`src/rtl/br_dumper_if.sv`:
```
// br_dumper_if: register-file read port plus dump output stream
//    a         : read address to the register file
//    rd        : combinational read data for address a
//    out_valid : out_data/out_addr hold a word
//    out_ready : consumer accepts the word at a clock edge when valid is high
//    out_data  : captured register value
//    out_addr  : index of the register in out_data
interface br_dumper_if;
   logic [4:0]  a;
   logic [31:0] rd;
   logic        out_valid;
   logic        out_ready;
   logic [31:0] out_data;
   logic [4:0]  out_addr;
   modport master (output a, out_valid, out_data, out_addr, input rd, out_ready);
   modport slave (input a, out_valid, out_data, out_addr, output rd, out_ready);
endinterface

```
`src/rtl/br_dumper.sv`:
```
// br_dumper: streams register-file entries 0..LAST_REG out over a valid/ready port
//    clk   : clock, rising edge
//    reset : asynchronous active-high reset
//    start : begin a dump, sampled only in IDLE
//    abort : cancel a dump in progress
//    busy  : high in every state except IDLE
//    done  : one-cycle pulse after the last word is accepted
//    bus   : register-file read port and output stream
module br_dumper #(
   parameter int LAST_REG = 31
) (
   input  logic        clk,
   input  logic        reset,
   input  logic        start,
   input  logic        abort,
   output logic        busy,
   output logic        done,
   br_dumper_if.master bus
);
   typedef enum logic [1:0] {IDLE, READ, SEND, FIN} state_t;
   localparam logic [4:0] LR = 5'(LAST_REG);
   state_t     state, state_n;
   logic [4:0] cnt;
   logic       last;
   assign last = cnt == LR;
   always_ff @(posedge clk or posedge reset)
      if (reset) state <= IDLE;
      else state <= state_n;
   // start beats abort in IDLE; elsewhere abort wins, including over a handshake
   always_comb
      state_n = state == IDLE ? (start ? READ : IDLE) :
                abort         ? IDLE :
                state == READ ? SEND :
                state == SEND ? (bus.out_ready ? (last ? FIN : READ) : SEND) :
                IDLE;
   // valid and done are masked by abort so an aborted word is never seen as delivered
   always_comb begin
      bus.a = state == READ ? cnt : 5'd0;
      bus.out_valid = state == SEND && !abort;
      busy = state != IDLE;
      done = state == FIN && !abort;
   end
   always_ff @(posedge clk or posedge reset)
      if (reset) begin
         cnt <= 5'd0;
         bus.out_data <= 32'd0;
         bus.out_addr <= 5'd0;
      end else begin
         if (state == IDLE) cnt <= 5'd0;
         else if (state == SEND && bus.out_ready && !abort && !last) cnt <= cnt + 5'd1;
         if (state == READ) begin
            bus.out_data <= bus.rd;
            bus.out_addr <= cnt;
         end
      end
endmodule
```
`src/flat_wrapper.sv`:
```
// flat-port wrapper written by rule: the top's interface ports become plain ports
module br_dumper_flat 
#(
   parameter int LAST_REG = 31
)
  (clk, reset, start, abort, busy, done, bus_a, bus_out_valid, bus_out_data, bus_out_addr, bus_rd, bus_out_ready);
  br_dumper_if bus_i ();
  input  logic clk;
  input  logic reset;
  input  logic start;
  input  logic abort;
  output logic busy;
  output logic done;
  output wire logic [$bits(bus_i.a)-1:0] bus_a;
  output wire logic [$bits(bus_i.out_valid)-1:0] bus_out_valid;
  output wire logic [$bits(bus_i.out_data)-1:0] bus_out_data;
  output wire logic [$bits(bus_i.out_addr)-1:0] bus_out_addr;
  input wire logic [$bits(bus_i.rd)-1:0] bus_rd;
  input wire logic [$bits(bus_i.out_ready)-1:0] bus_out_ready;
  assign bus_a = bus_i.a;
  assign bus_out_valid = bus_i.out_valid;
  assign bus_out_data = bus_i.out_data;
  assign bus_out_addr = bus_i.out_addr;
  assign bus_i.rd = bus_rd;
  assign bus_i.out_ready = bus_out_ready;
  br_dumper #(.LAST_REG(LAST_REG)) u_core (.clk(clk), .reset(reset), .start(start), .abort(abort), .busy(busy), .done(done), .bus(bus_i));
endmodule
```
`config.mk`:
```
export PLATFORM = sky130hd
export DESIGN_NAME = br_dumper_flat
export DESIGN_NICKNAME = d
export VERILOG_FILES = /design/src/rtl/br_dumper_if.sv /design/src/rtl/br_dumper.sv /design/src/flat_wrapper.sv
export SDC_FILE = /design/constraint.sdc
export NUM_CORES = 1
export LEC_CHECK = 0
export ABC_AREA = 0
export CAP_MARGIN = 5
export CORE_ASPECT_RATIO = 0.8
export CORE_UTILIZATION = 41
export CTS_BUF_LIST = sky130_fd_sc_hd__clkbuf_16
export DETAILED_ROUTE_END_ITERATION = 7
export PLACE_DENSITY = 0.8
export SLEW_MARGIN = 20
export SYNTH_ARGS = -nofsm -noshare
export SYNTH_HDL_FRONTEND = slang
export SYNTH_SLANG_ARGS = --single-unit
```
`constraint.sdc`:
```
create_clock -name clk -period 2.55 [get_ports clk]
set_input_delay 0.51 -clock clk [delete_from_list [all_inputs] [get_ports clk]]
set_output_delay 0.51 -clock clk [all_outputs]
set_load 0.01 [all_outputs]
```
After elaboration in Yosys (flattened, before gate mapping)
Cells that the tools add are included.

Register bits: 44. Bits in latches: 0. Bits in writable memories: 0. Memory bits (read-only): 0. Input bits: 37. Output and inout bits: 45. Logic and storage cells: 29. Memories kept: 0.

Add/subtract/negate cells: 1. Multiply operators: 0. Div/mod/pow operators: 0. $lt $le $gt $ge: 0. Eq/ne operators: 4. Shifts and indexed selects: 0. Muxes and demuxes: 10. Bitwise logic cells: 0. Reduce and logical (&&, ||, !) cells: 10.

Operator list (count): $mux W5 (3); $mux W2 (6); $add A5 B1 Y5 const B (1); $eq A5 B5 Y1 const B (1); $logic_and A1 B1 Y1 (5); $eq A2 B2 Y1 const B (2); $reduce_bool A2 Y1 (2); $eq A2 B1 Y1 const B (1); $logic_not A1 Y1 (2); $logic_not A2 Y1 (1); $mux W1 (1).

Longest topological paths before layout
Gate-level depths: netlist of the first run.

Depth in word-level cells: 7. Mapped depth: 6. Gate-level depth less buffers: 6.

Worst setup path before layout of the first run
No wires, ideal clock.

Kind: flip-flop to flip-flop. Start: register u_core.cnt[0]. End: register u_core.cnt[3]. Setup time: 0.077 ns. Arrival time: 1.699 ns. Required time: 2.473 ns. Setup slack: 0.773 ns. Cell stages (with the launch flop): 7. Period minus slack after synthesis: 1.777 ns. Cells stage by stage: dfrtp_1 ha_1 and3_1 ha_1 nand2b_1 or4_1 a21oi_1.

Word-level cells in the longest chain between the ends: 4.

RTL lines: from (decl) (line br_dumper.sv:23) `logic [4:0] cnt;`; from (signal assigned) (line br_dumper.sv:50) `else if (state == SEND && bus.out_ready && !abort && !last) cnt <= cnt + 5'd1;`; parallel branches: the longest is 4 deep, another holds $add A5 B1 Y5.

Several ways; the timed one is not identified. The select of a mux whose other input is x is not followed. A chain may end at the register's enable or synchronous reset.

Worst setup path after layout of the first run
Start: input port abort. End: output port bus_out_valid.

Word-level cells in the longest chain between the ends: 2.

RTL lines: from (decl) (line flat_wrapper.sv:11) `input logic abort;`; $logic_not A1 Y1 (line br_dumper.sv:39) `bus.out_valid = state == SEND && !abort;`; $logic_and A1 B1 Y1 (line br_dumper.sv:39); to (decl) (line flat_wrapper.sv:15) `output wire logic [$bits(bus_i.out_valid)-1:0] bus_out_valid;`.

Every way passes these cells.

==> results of run 1 <==
-- logic make-up after synthesis --
logic type                 synth area share [%]
AOI/OAI and AO/OA                          4.19
adders and majority gates                  1.42
buffers and inverters                      2.34
DFF                                        62.5
muxes                                      1.14
and+or+nand+nor                            28.5
-- worst max-delay path: cells and delay by family --
family / cells / cell delay, ns
AND/OR/NAND/NOR: 1 / 0.41
buffers and inverters: 3 / 1.05
-- synthesized netlist by cell type --
library cell	instances	area, um2
nand2_1	101	379
dfrtp_1	44	1100
clkbuf_1	7	26.3
a21o_1	5	37.5
and2_1	5	31.3
inv_1	3	11.3
nand3_1	3	15.0
nor2_1	3	11.3
a21oi_1	2	10.0
and3_1	2	12.5
ha_1	2	25.0
mux2i_1	2	20.0
nand2b_1	2	12.5
o21ai_0	2	10.0
a22o_1	1	8.76
and2b_1	1	7.51
buf_1	1	3.75
nand3b_1	1	7.51
nor2b_1	1	6.26
o31ai_1	1	7.51
or3b_4	1	11.3
or4_1	1	7.51
-- per-layer routing --
metal | track usage (%) | up-vias | part of all wire (%)
met5 | 0 | - | 0
met3 | 6.15 | 2 | 9.0
met4 | 3.97 | 0 | 0.30
met2 | 34.7 | 55 | 47
li1 | - | 771 | -
met1 | 25.7 | 719 | 44
-- through the flow --
stage                     setup WS, ns  hold slack (ns)  power (W)  utilization [%]  instances
after floorplan                  0.773            0.477    0.00125                -        191
after global placement          0.0895            0.456    0.00170             67.2        325
after detailed placement        0.0739            0.461    0.00172             67.2        325
after CTS                       0.0624            0.476    0.00243             71.4        333
after global routing            0.0149            0.487    0.00255             71.4        333
final                           0.0671            0.472    0.00241             71.4        333
-- final timing paths --
kind	startpoint	slack, ns	endpoint
min in group asynchronous	reset	0.69	u_core.bus.out_data[11]
hold / removal	u_core.bus.out_data[11]	0.47	u_core.bus.out_data[11]
max in group asynchronous	reset	1.29	u_core.bus.out_data[21]
setup / recovery	abort	0.07	bus_out_valid
hold reg to reg	u_core.bus.out_data[11]	0.47	u_core.bus.out_data[11]
setup reg to reg	u_core.cnt[0]	0.60	u_core.cnt[3]
-- final cells by class --
type / instances / area, um2
Multi-Input combinational cell: 136 / 621
Sequential cell: 44 / 1100
Clock inverter: 3 / 38.8
Timing Repair Buffer: 87 / 856
Clock buffer: 5 / 125
Inverter: 3 / 11.3
Fill cell: 324 / 1130
Tap cell: 55 / 68.8
-- power by group --
| part | switching [W] | internal (W) | leakage [nW] | total [W] |
|---|---|---|---|---|
| Clock | 0.000251 | 0.000456 | 0.0850 | 0.000707 |
| Sequential | 0.0000918 | 0.000866 | 0.560 | 0.000958 |
| Combinational | 0.000331 | 0.000414 | 0.780 | 0.000746 |
-- flip-flops by register name (all words and copies together) (netlist names) --
signal	cells
u_core.bus.out_data	32
u_core.state	2
u_core.cnt	5
u_core.bus.out_addr	5
==> summary.md, run 1 <==
| Metric | Value |
|---|---|
| Outcome | completed |
| Number of max-cap violations | 0 |
| DP Area | 2660 um2 |
| Tcrit/Tclk final | 97.4% |
| Post-CTS sizing | 0 |
| Crit end category | primary output |
| Critical Path, Cell by Cell | clkdlybuf4s50_1, or3b_4, inv_1, clkdlybuf4s50_1 |
| Cell area after synthesis | 1760 um2 |
| Die H | 60.7 um |
| DPL Wire Length | 3.13 mm |
| Final Hold Vio Count | 0 |
| Fmax | 403 MHz |
| Worst vdd ir | 0.529 mV |
| Share of post-route cells with drive strength above 1 | 5.40% |
| Die width | 75.3 um |
| DR vias/cell | 4.65 |
| Area growth syn-to-layout | 60.0% |
| Tmin final | 2.48 ns |
| Reg2Reg Depth | 6 |
| Max incr delay on CP | 0.53 ns |
| Drt pass-1 iters | 4 |
| H-tree levels | 2 |
| Die area | 4570 um2 |
| Kind of critical path | in -> out |
| PortBufs | 81 |
| Vias in the first global route | 1477 |
| Worst EP required | 2.04 ns |
| Worst EP arrival | 1.97 ns |
| Register area share after synthesis | 62.5% |
| GRT Overall Usage | 20.2% |
| Worst hold-check path type | reg -> reg |
| Max clock buf depth | 2 |
| Setup TNS | 0 ns |
| WL/cell | 13.1 um |
| GPL Wtd Cong | 0.732 |
| Critical-path maximum fanout | 4 |
| First-pass GRT wire length | 6.80 mm |
| CTS Hold Buffers Added | 0 |
| CP startpoint kind | input pin |
| Worst Clk Skew | 0.00437 ns |
| Commonest non-fill, non-tap cell in the layout | nand2_1 |
| Overflow after GRT | 0 |
| Yosys cell types | 22 |
| PwrDens | 854 nW/um2 |
| #FFs+latches synth | 44 |
| Drt drc | 0 |
| Worst-margin pin slew | 0.729 ns |
| Core box area | 3950 um2 |
| Synthesized instance count | 191 |
| Std-Cell Rows | 20 |
| Fin area | 2820 um2 |
| Relative slew margins | 51.3% |
| Syn_area_per_cell | 9.23 um2 |
| Largest net degree at the start of global routing | 37 |
| Critical path's slowest cell | clkdlybuf4s50_1 |
| RSZ-0062 raised after global routing | false |
| Total number of yosys warnings | 0 |
| Syn nets | 230 |
| Ant diodes | 0 |
| Initial Util | 44.6% |
| Cts bufs inserted | 5 |
| Later-pin clock latency in the skew report | 0.28 ns |
| Initial DRC count | 77 |
| Fin nets | 316 |
| CTS tree | built |
| Post-route antenna net violation count | 0 |
| Final wirelength | 4.36 mm |
| Clock root buffer master | clkbuf_16 |
| I/O pins | 82 |
| Initial antenna violation count | 0 |
| Clock sink count | 44 |
| Most frequent cells in the layout | nand2_1, clkdlybuf4s50_1, dfrtp_1 |
| Hold path depth | 2 |
| Most used cell, CP | clkdlybuf4s50_1 |
| Clock transition at path regs | 0.06 ns |
| Final setup viols | 0 |
| Post-CTS Repair Setup Buffers | 0 |
| Static Leak | 1.42 nW |
| Vias | 1547 |
| Final slew viol count | 0 |
Power figures use the tool's default switching activity.
==> inputs of run 2 (changes only) <==
--- a/config.mk
+++ b/config.mk
@@ -12,6 +12,7 @@
 export CTS_BUF_LIST = sky130_fd_sc_hd__clkbuf_16
 export DETAILED_ROUTE_END_ITERATION = 7
 export PLACE_DENSITY = 0.8
+export SKIP_LAST_GASP = 1
 export SLEW_MARGIN = 20
 export SYNTH_ARGS = -nofsm -noshare
 export SYNTH_HDL_FRONTEND = slang
==> results of run 2 <==
No change in the layout: final DEF, timing and power equal those of run 1.
==> inputs of run 3 (changes only) <==
--- a/config.mk
+++ b/config.mk
@@ -10,8 +10,9 @@
 export CORE_ASPECT_RATIO = 0.8
 export CORE_UTILIZATION = 41
 export CTS_BUF_LIST = sky130_fd_sc_hd__clkbuf_16
+export CTS_CLUSTER_DIAMETER = 150
 export DETAILED_ROUTE_END_ITERATION = 7
-export PLACE_DENSITY = 0.8
+export PLACE_DENSITY = 0.84
 export SKIP_LAST_GASP = 1
 export SLEW_MARGIN = 20
 export SYNTH_ARGS = -nofsm -noshare
==> run 3 against run 2 <==
Via count is 0.78% lower; register-to-register slack better by 0.04 ns; cell count shrank 0.30%; core utilization is 0.19 points lower; sequential power is essentially flat; design area down 0.27%; critical endpoint unchanged; largest cell class unchanged; largest power group unchanged; highest routed layer unchanged.
==> summary.md, run 3 (synthesis gave the netlist of run 1 again) <==
| Metric | Value |
|---|---|
| Most frequent cells in the layout | nand2_1, clkdlybuf4s50_1, dfrtp_1 |
| WL/cell | 12.3 um (-5.7%) |
| Share of post-route cells with drive strength above 1 | 5.05% (-0.34 points) |
| Initial DRC count | 70 (-9.1%) |
| Cts bufs inserted | 5 (unchanged) |
| Largest regs | u_core.bus.out_data x32, u_core.bus.out_addr x5, u_core.cnt x5 |
| Fin nets | 315 (-0.32%) |
| Final wirelength | 4.10 mm (-6.0%) |
| Static Leak | 1.42 nW (-0.34%) |
| Met3 GRT Util | 5.81% (-0.33 points) |
| CP startpoint kind | input pin |
| Worst-margin pin slew | 0.538 ns (-0.191 ns) |
| RSZ-0062 raised after global routing | false |
| Largest register by flop count | u_core.bus.out_data |
| Final slew viol count | 0 (unchanged) |
| Largest net degree at the start of global routing | 45 (+22%) |
| Die area | 4570 um2 (unchanged) |
| Tmin final | 2.47 ns (-0.0132 ns) |
| Worst Clk Skew | 0.00208 ns (-0.00230 ns) |
| GRT Overall Usage | 19.0% (-1.2 points) |
| Drt drc | 0 (unchanged) |
| DPL Wire Length | 2.98 mm (-5.0%) |
| Outcome | completed |
| Worst EP arrival | 1.96 ns (about the same) |
| CTS tree | built |
| Tcrit/Tclk final | 96.9% (-0.52 points) |
| H-tree levels | 2 (unchanged) |
| Worst vdd ir | 0.477 mV (-9.8%) |
| PwrDens | 852 nW/um2 (-0.28%) |
| M1 GR Usage | 24.0% (-1.7 points) |
| Vias in the first global route | 1435 (-2.8%) |
| Area growth syn-to-layout | 59.6% |
| Hold slack | 0.470 ns (-0.00183 ns) |
| Final setup viols | 0 (unchanged) |
| Std-Cell Rows | 20 (unchanged) |
| Overflow after GRT | 0 (unchanged) |
| Post-route antenna net violation count | 0 (unchanged) |
| Number of max-cap violations | 0 (unchanged) |
| Ant diodes | 0 (unchanged) |
| Crit end category | primary output |
| Drt pass-1 iters | 4 (unchanged) |
| Die H | 60.7 um (unchanged) |
| I/O pins | 82 (unchanged) |
| Commonest non-fill, non-tap cell in the layout | nand2_1 |
| Kind of critical path | in -> out |
| Setup TNS | 0 ns (unchanged) |
| Fmax | 405 MHz (+0.54%) |
| Worst hold-check path type | reg -> reg |
| Relative slew margins | 64.1% (+13 points) |
| CTS Hold Buffers Added | 0 (unchanged) |
| First-pass GRT wire length | 6.35 mm (-6.6%) |
| Clock root buffer master | clkbuf_16 |
| DR vias/cell | 4.62 (-0.48%) |
| GPL Wtd Cong | 0.740 (+1.1%) |
| Initial antenna violation count | 0 (unchanged) |
| Critical-path maximum fanout | 4 (unchanged) |
| Final Hold Vio Count | 0 (unchanged) |
| Die width | 75.3 um (unchanged) |
| Met2 track utilization from global routing | 30.5% (-4.2 points) |
| Later-pin clock latency in the skew report | 0.28 ns (about the same) |
| Post-CTS sizing | 0 (unchanged) |
| Max clock buf depth | 2 (unchanged) |
| Vias | 1535 (-0.78%) |
| Max reg flops | 32 (unchanged) |
| Clock sink count | 44 (unchanged) |
| GRT Max-Usage Layer | met2 |
| Core box area | 3950 um2 (unchanged) |
| Initial Util | 44.6% (unchanged) |
| Post-CTS Repair Setup Buffers | 0 (unchanged) |
| Clock transition at path regs | 0.06 ns (about the same) |
| Worst EP required | 2.04 ns (about the same) |
| PortBufs | 81 (unchanged) |
run 3: changes by cell type in the layout (fill, tap and decap cells not counted), sizes merged:
cell,previous run,this run
buf,6,5
run 3: worst max-delay path, stage by stage:
cell             delay (ns)
clkdlybuf4s50_1        0.44
or3b_4                 0.40
inv_1                  0.08
clkdlybuf4s50_1        0.53
run 3: stage by stage:
step	instance area (um2)	power [W]	util, %	setup WS, ns	instances
after detailed placement	2650	0.00172	67.0	0.0846	324
after CTS	2810	0.00243	71.2	0.0731	332
after global routing	2810	0.00253	71.2	0.0276	332
after global placement	2650	0.00169	67.0	0.0905	324
after floorplan	1760	0.00125	-	0.773	191
final	2810	0.00240	71.2	0.0803	332
run 3: cell type report:
class                      instances  area (um2)
timing repair buffer              86         848
sequential                        44        1100
multi-input combinational        136         621
inverter                           3        11.3
clock buffer                       5         125
tap                               55        68.8
clock inverter                     3        38.8
fill                             321        1140
run 3: worst paths after layout:
check	start	endpoint	slack, ns	cells after the start
worst max-delay path	abort	bus_out_valid	0.08	4
worst min-delay path	u_core.bus.out_data[0]	u_core.bus.out_data[0]	0.47	2
worst max register to register	u_core.cnt[0]	u_core.cnt[3]	0.64	6
worst min register to register	u_core.bus.out_data[0]	u_core.bus.out_data[0]	0.47	2
max in group asynchronous	reset	u_core.bus.out_data[19]	1.50	3
min in group asynchronous	reset	u_core.bus.out_data[8]	0.68	3
run 3: power by group:
group | internal [W] | switching, W | total [W]
clock network | 0.000456 | 0.000243 | 0.000699
registers | 0.000866 | 0.0000914 | 0.000957
logic | 0.000413 | 0.000327 | 0.000741
total | 0.00174 | 0.000661 | 0.00240
run 3: routing by layer:
metal / vias to the layer above / wire, um
met4: 0 / 42
met3: 5 / 336
li1: 766 / -
met2: 58 / 1820
met5: - / 0
met1: 706 / 1890
